### config.mk
export PLATFORM = sky130hd
export DESIGN_NAME = seg_scan_driver
export DESIGN_NICKNAME = d
export VERILOG_FILES = /design/src/rtl/seg_scan_driver_pkg.sv /design/src/rtl/seg_glyph_decode.sv /design/src/rtl/seg_scan_driver.sv
export SDC_FILE = /design/constraint.sdc
export NUM_CORES = 1
export LEC_CHECK = 0
export ABC_AREA = 1
export CORE_AREA = 5 5 79 81
export DETAILED_ROUTE_END_ITERATION = 10
export DIE_AREA = 0 0 84 86
export PLACE_DENSITY = 0.78
export SYNTH_ARGS = -nofsm -noshare
export SYNTH_HDL_FRONTEND = slang
export SYNTH_SLANG_ARGS = --single-unit
### constraint.sdc
create_clock -name clk -period 2.2 [get_ports clk]
set_input_delay 0.55 -clock clk [delete_from_list [all_inputs] [get_ports clk]]
set_output_delay 0.55 -clock clk [all_outputs]
set_load 0.01 [all_outputs]
### src/rtl/seg_scan_driver_pkg.sv
// Shared display package: glyph codes, active-low segment patterns and scan helpers.
// Segment bit order is {g,f,e,d,c,b,a}; a 0 lights the segment.

package seg_scan_driver_pkg;

    // Non-decimal glyph codes
    localparam logic [3:0] GLY_L     = 4'hA;
    localparam logic [3:0] GLY_D     = 4'hB;
    localparam logic [3:0] GLY_R     = 4'hC;
    localparam logic [3:0] GLY_A     = 4'hD;
    localparam logic [3:0] GLY_E     = 4'hE;
    localparam logic [3:0] GLY_BLANK = 4'hF;

    localparam logic [6:0] SEG_0     = 7'h40;
    localparam logic [6:0] SEG_1     = 7'h79;
    localparam logic [6:0] SEG_2     = 7'h24;
    localparam logic [6:0] SEG_3     = 7'h30;
    localparam logic [6:0] SEG_4     = 7'h19;
    localparam logic [6:0] SEG_5     = 7'h12;
    localparam logic [6:0] SEG_6     = 7'h02;
    localparam logic [6:0] SEG_7     = 7'h78;
    localparam logic [6:0] SEG_8     = 7'h00;
    localparam logic [6:0] SEG_9     = 7'h10;
    localparam logic [6:0] SEG_L     = 7'h47;
    localparam logic [6:0] SEG_D     = 7'h21;
    localparam logic [6:0] SEG_R     = 7'h2F;
    localparam logic [6:0] SEG_A     = 7'h08;
    localparam logic [6:0] SEG_E     = 7'h06;
    localparam logic [6:0] SEG_BLANK = 7'h7F;

    localparam logic [1:0] DIG_LAST  = 2'd3;
    localparam logic [3:0] AN_OFF    = 4'b1111;

    // Active-low enable pattern for one digit
    function automatic logic [3:0] an_for_digit(input logic [1:0] dig);
        return ~(4'b0001 << dig);
    endfunction

    // Digit 0 is the rightmost nibble
    function automatic logic [3:0] nibble_sel(input logic [15:0] word, input logic [1:0] dig);
        logic [3:0] nib;
        case (dig)
            2'd0:    nib = word[3:0];
            2'd1:    nib = word[7:4];
            2'd2:    nib = word[11:8];
            default: nib = word[15:12];
        endcase
        return nib;
    endfunction

endpackage

### src/rtl/seg_glyph_decode.sv
// Combinational glyph decoder: 4-bit glyph code to 7-bit active-low segment pattern.

module seg_glyph_decode
    import seg_scan_driver_pkg::*;
(
    input  logic [3:0] code_i,
    output logic [6:0] seg_o
);

    always_comb begin
        seg_o = SEG_BLANK;
        unique case (code_i)
            4'h0:      seg_o = SEG_0;
            4'h1:      seg_o = SEG_1;
            4'h2:      seg_o = SEG_2;
            4'h3:      seg_o = SEG_3;
            4'h4:      seg_o = SEG_4;
            4'h5:      seg_o = SEG_5;
            4'h6:      seg_o = SEG_6;
            4'h7:      seg_o = SEG_7;
            4'h8:      seg_o = SEG_8;
            4'h9:      seg_o = SEG_9;
            GLY_L:     seg_o = SEG_L;
            GLY_D:     seg_o = SEG_D;
            GLY_R:     seg_o = SEG_R;
            GLY_A:     seg_o = SEG_A;
            GLY_E:     seg_o = SEG_E;
            GLY_BLANK: seg_o = SEG_BLANK;
        endcase
    end

endmodule

### src/rtl/seg_scan_driver.sv
// Four-digit multiplexed seven-segment scan driver with registered seg/an outputs.
// Optional per-digit blinking is enabled by defining SEG_BLINK_EN.

module seg_scan_driver
    import seg_scan_driver_pkg::*;
#(
    parameter int unsigned REFRESH_DIV  = 100000,
    parameter int unsigned BLINK_FRAMES = 64
) (
    input  logic        clk,
    input  logic        reset,
    input  logic [15:0] data_in,
    input  logic        load,
`ifdef SEG_BLINK_EN
    input  logic [3:0]  blink,
`endif
    output logic [6:0]  seg,
    output logic [3:0]  an,
    output logic        frame_done
);

    localparam int unsigned     CntW    = $clog2(REFRESH_DIV);
    localparam logic [CntW-1:0] CntLast = CntW'(REFRESH_DIV - 1);

    if (REFRESH_DIV < 2) begin : g_bad_div
        $error("REFRESH_DIV must be at least 2");
    end
    if (BLINK_FRAMES < 1) begin : g_bad_frames
        $error("BLINK_FRAMES must be at least 1");
    end

    logic            run_q, run_d;
    logic [CntW-1:0] cnt_q, cnt_d;
    logic [1:0]      dig_q, dig_d;
    logic [15:0]     disp_q, disp_d;
    logic [6:0]      seg_q, seg_d;
    logic [3:0]      an_q, an_d;
    logic            fd_q, fd_d;
    logic            slot_wrap;
    logic            frame_end;
    logic            blank;
    logic [6:0]      dec_seg;

    // run_q holds the first slot after reset at count 0 so every slot is REFRESH_DIV cycles.
    always_comb begin
        run_d     = 1'b1;
        cnt_d     = cnt_q;
        dig_d     = dig_q;
        disp_d    = disp_q;
        slot_wrap = run_q && (cnt_q == CntLast);
        frame_end = slot_wrap && (dig_q == DIG_LAST);
        if (load) begin
            disp_d = data_in;
        end
        if (slot_wrap) begin
            cnt_d = '0;
            dig_d = dig_q + 2'd1;
        end else if (run_q) begin
            cnt_d = cnt_q + CntW'(1);
        end
    end

    seg_glyph_decode u_decode (
        .code_i (nibble_sel(disp_d, dig_d)),
        .seg_o  (dec_seg)
    );

`ifdef SEG_BLINK_EN
    localparam int unsigned     FrmW    = (BLINK_FRAMES > 1) ? $clog2(BLINK_FRAMES) : 1;
    localparam logic [FrmW-1:0] FrmLast = FrmW'(BLINK_FRAMES - 1);

    logic [FrmW-1:0] frm_q, frm_d;
    logic            phase_q, phase_d;

    always_comb begin
        frm_d   = frm_q;
        phase_d = phase_q;
        if (frame_end) begin
            if (frm_q == FrmLast) begin
                frm_d   = '0;
                phase_d = ~phase_q;
            end else begin
                frm_d = frm_q + FrmW'(1);
            end
        end
        blank = phase_d && blink[dig_d];
    end

    always_ff @(posedge clk) begin
        if (reset) begin
            frm_q   <= '0;
            phase_q <= 1'b0;
        end else begin
            frm_q   <= frm_d;
            phase_q <= phase_d;
        end
    end
`else
    assign blank = 1'b0;
`endif

    // Outputs are built from next-state so a load or a wrap shows up on the same edge.
    always_comb begin
        seg_d = blank ? SEG_BLANK : dec_seg;
        an_d  = an_for_digit(dig_d);
        fd_d  = (cnt_d == CntLast) && (dig_d == DIG_LAST);
    end

    always_ff @(posedge clk) begin
        if (reset) begin
            run_q  <= 1'b0;
            cnt_q  <= '0;
            dig_q  <= '0;
            disp_q <= 16'hFFFF;
            seg_q  <= SEG_BLANK;
            an_q   <= AN_OFF;
            fd_q   <= 1'b0;
        end else begin
            run_q  <= run_d;
            cnt_q  <= cnt_d;
            dig_q  <= dig_d;
            disp_q <= disp_d;
            seg_q  <= seg_d;
            an_q   <= an_d;
            fd_q   <= fd_d;
        end
    end

    assign seg        = seg_q;
    assign an         = an_q;
    assign frame_done = fd_q;

endmodule
==> summary.md <==
Share of the clock period used by the worst path after layout: 103.5%. Clock-pin slew was measured on the worst setup and hold paths at 0.10 ns. From synthesis to final layout, the design area changed by 43.82%. The top cell types in the final layout, fill and taps aside, are sky130_fd_sc_hd__nand2_1, sky130_fd_sc_hd__buf_4, sky130_fd_sc_hd__nor2_1, sky130_fd_sc_hd__dfxtp_1, sky130_fd_sc_hd__nand3_1. Synthesis produced a netlist whose cell count is 404. The switching component of the power was 527.6 uW; the quantity of I/O buffers inserted on ports was 30.

The dominant cell type by area after synthesis was sky130_fd_sc_hd__dfxtp_1. The internal portion of the total power is 1461 uW. Leaving out fill and tap cells, the most frequent cell in the layout is sky130_fd_sc_hd__nand2_1. The number of hold violations in the final report came out at 0. Worst min-delay path endpoint: disp_q[2]. The estimated wirelength of the detail-placed design came out at 5339 um. The number of antenna violations at the first check in global routing was 0. After floorplanning, the core was divided into 27 placement rows. In this run, the clock network consumes 34.8% of the power. The min-delay analysis places its worst path in the category flop to flop.

Entering global routing, the biggest net connects 26 pins. The tools report the setup slack on the worst flop-to-flop path as -0.08 ns. The vertical die dimension was 86 um; the number of synthesis warnings was 0. For this run, design rule violations remaining after detail routing come to 0. Number of antenna diodes: 0. For the worst flop-to-flop path, the logic depth is 15. 31 I/O pins were placed. For the part of the total power dissipated in combinational logic, the log shows 18.5%.

Clock tree synthesis found a total of 48 sinks. The tools report the area of all placed cells without fillers as 0.003815 mm^2. The first global-routing pass estimated 12390 um of wire.

The post-layout net count is 528, and the total power density per cell area is 521.4 mW/mm^2. In the final timing run, aggregate negative setup slack is -0.4114 ns. The max-slew violation count was 0. The deepest clock path buffer count came out at 2. Average routed wire per standard cell: 13.32 um.

Critical setup path kind: flop to flop. The run gives 7 as the count of final setup violators. The relative contribution of sequential cells to total power was 46.7%.

Of the total synthesized cell area, the portion taken by XOR and XNOR cells is 1.321%. Global routing used 21.04% of the available tracks. Transition at the pin with the smallest max-transition slack: 0.4115 ns. Measured along the x axis, the die boundary spans 84 um. The number of cells on the worst hold path came out at 2. Yosys attributes the largest share of cell area to sky130_fd_sc_hd__dfxtp_1, sky130_fd_sc_hd__nand2_1, sky130_fd_sc_hd__nand3_1. For the worst-skew pair, the clock arrives at the later sink with an insertion delay of 0.31 ns. The area of the die was 0.007224 mm^2; the share of synthesized area spent on multiplexers was 1.132%. The flop and latch count out of synthesis came out at 48. The arithmetic-cell share of the synthesized area counting full adders, half adders and majority gates was 3.774%. Setup repair after global routing could not meet its margin everywhere. The total via count in the routed design is 2938.

The H-tree was split into 2 levels. The tools report the root cell of the clock tree as sky130_fd_sc_hd__clkbuf_8. The number of nets in the synthesized netlist is 431. The critical-path maximum fanout is 4, and the post-synthesis instance area is 0.002653 mm^2. Normalized max-slew margin: 72.32%. The tools report the startpoint of the worst register-to-register path as cnt_q[0].

Cells with a size suffix above 1 make up 27.49% of the layout. Summing the areas of all compound-gate instances in the mapped netlist gives 2.500% of the synthesized area. After layout, the minimum clock period comes to 2.278 ns. The tools report the initial standard-cell utilization of the core as 49.07%. In this run the most critical hold path is launched from disp_q[2]. Buffers inserted to repair hold after CTS numbered 0.

By area, the combinational part of the netlist is dominated by simple AND/OR/NAND/NOR gates. The checks that failed: negative setup slack. For the placed standard-cell area, the log shows 0.003445 mm^2. The run gives 36.23% as the register area share after synthesis.

The worst setup path is launched from a flop. For the number of distinct library cell variants in the gate-level netlist after synthesis, the log shows 30. For the number of nets with antenna violations after detailed routing, the log shows 0. The switching power share of the total is 26.53%. In this run, the number of DRC markers left after iteration 0 of detailed routing was 195.

The top cell type by area accounts for 36.23% of the synthesized area. The run finished, with violations left. Across the VDD grid, the largest voltage drop is 0.3270 mV. The routed design has 7647 um of wire.

The run gives 2.45 ns as the required time at the endpoint of the critical path. Averaged over all synthesized cells, the footprint is 6.566 um^2. The via count of the first global-routing pass was 2876. The leakage power summed over all cells is 0.001736 uW. The run gives 0.005405 mm^2 as the placeable core area.

Between clock sinks in the finished design, the worst skew comes to 0.007045 ns. The first detailed-routing pass ran for 5 iterations. The tools report the endpoint arrival time on the critical path as 2.53 ns.

The tools report the critical path endpoint category as a flop. Highest achievable clock rate: 0.4390 GHz. The worst path setup slack after routing is -0.07782 ns. The detailed-route vias per instance came out at 5.118. TritonCTS built the clock tree. The logs give 0.8817 for the final weighted congestion in routability-driven placement and 0 for the total congestion overflow. Endpoint of the lowest-slack register-to-register path: seg[4].

Summing the areas of all and, or, nand and nor instances in the mapped netlist gives 47.45% of the synthesized area. The number of clock buffers inserted by TritonCTS came out at 5. Max-cap violations in this run came to 0.
==> sequential cells by signal (all words and copies together) (netlist names) <==
register / count
disp_q: 16
frame_done: 1
an: 4
dig_q: 2
seg: 7
run_q: 1
cnt_q: 17
==> layer usage <==
metal  part of all wire (%)  up-vias  track usage [%]
met5                      0        -                0
met4                    3.5        0            9.357
met3                    6.3       31            3.554
met2                     51      106            40.35
met1                     39     1333            22.49
li1                       -     1468                -
==> through the flow <==
step,hold WS [ns],std cells,setup slack [ns],power (uW),utilization (%)
2_1_floorplan,0.4243,404,-0.0007585,1126,-
3_3_place_gp,0.4335,551,-0.2501,1266,63.73
3_5_place_dp,0.4441,551,-0.3494,1278,63.73
4_1_cts,0.4659,569,-0.006582,1976,69.07
5_1_grt,0.4888,574,-0.2313,2082,70.58
6_report,0.4612,574,-0.07782,1989,70.58
==> repair_timing <==
item | 4_1_cts | 5_1_grt
pin swaps | 20 | 11
endpoints found under the setup margin | 7 | 8
gates resized for setup | 26 | 14
buffers inserted | 10 | 5
hold endpoints to repair | 0 | 0
==> cells in the mapped netlist (all sizes together) <==
master  instances
nand3b          4
nor4            1
xor2            3
xnor2           1
nand4          11
nand2         149
o21a            1
or2             1
clkbuf          5
o21ai           6
o21bai          1
buf             4
nor3           10
mux2i           3
nand3          48
a21oi           2
clkinv          1
ha              8
dfxtp          48
inv            41
nor2           56
==> power by group through the flow <==
stage | Sequential (uW) | Clock [uW] | Combinational [uW]
3_3_place_gp | 947 | 0 | 319
3_5_place_dp | 950 | 0 | 328
2_1_floorplan | 958 | 0 | 168
6_report | 930 | 692 | 367
4_1_cts | 930 | 699 | 347
5_1_grt | 934 | 739 | 409
==> area by class of cell <==
cell class | instances | area [um^2]
multi-input combinational | 305 | 1650
fill | 447 | 1590
sequential | 48 | 974.7
timing repair buffer | 99 | 818.3
inverter | 42 | 160.2
tap | 72 | 90.09
clock buffer | 6 | 82.58
clock inverter | 2 | 38.79
==> worst max-delay path by stage <==
stage | startpoint | end | slack [ns]
2_1_floorplan | cnt_q[0] | seg[1] | -0.0008
3_3_place_gp | load | seg[5] | -0.25
3_5_place_dp | load | seg[4] | -0.35
4_1_cts | cnt_q[0] | seg[1] | -0.007
5_1_grt | cnt_q[0] | seg[0] | -0.23
6_report | cnt_q[0] | seg[4] | -0.08
==> worst max-delay path: stages (launching register included) <==
cell and delay (ns):
sky130_fd_sc_hd__dfxtp_4 0.37, sky130_fd_sc_hd__ha_4 0.15, sky130_fd_sc_hd__nand3_4 0.08, sky130_fd_sc_hd__nor2_4 0.18, sky130_fd_sc_hd__nand3_4 0.11, sky130_fd_sc_hd__nand2_4 0.09, sky130_fd_sc_hd__nand3_1 0.13, sky130_fd_sc_hd__inv_2 0.11
sky130_fd_sc_hd__nand2_1 0.05, sky130_fd_sc_hd__nand4_1 0.19, sky130_fd_sc_hd__inv_2 0.12, sky130_fd_sc_hd__ha_1 0.19, sky130_fd_sc_hd__nand3b_1 0.19, sky130_fd_sc_hd__nand2_1 0.11, sky130_fd_sc_hd__nand2_1 0.06, sky130_fd_sc_hd__nand2_1 0.10
==> cells by family (layout without fill, tap and decap cells) <==
group                      after synthesis  count (layout)
AOI/OAI and AO/OA                       10              10
buffers and inverters                   51             149
and+or+nand+nor                        280             280
DFF                                     48              48
muxes                                    3               3
xor gates and xnor gates                 4               4
adders and majority gates                8               8
Note: power is estimated with default switching activity, not from simulation.
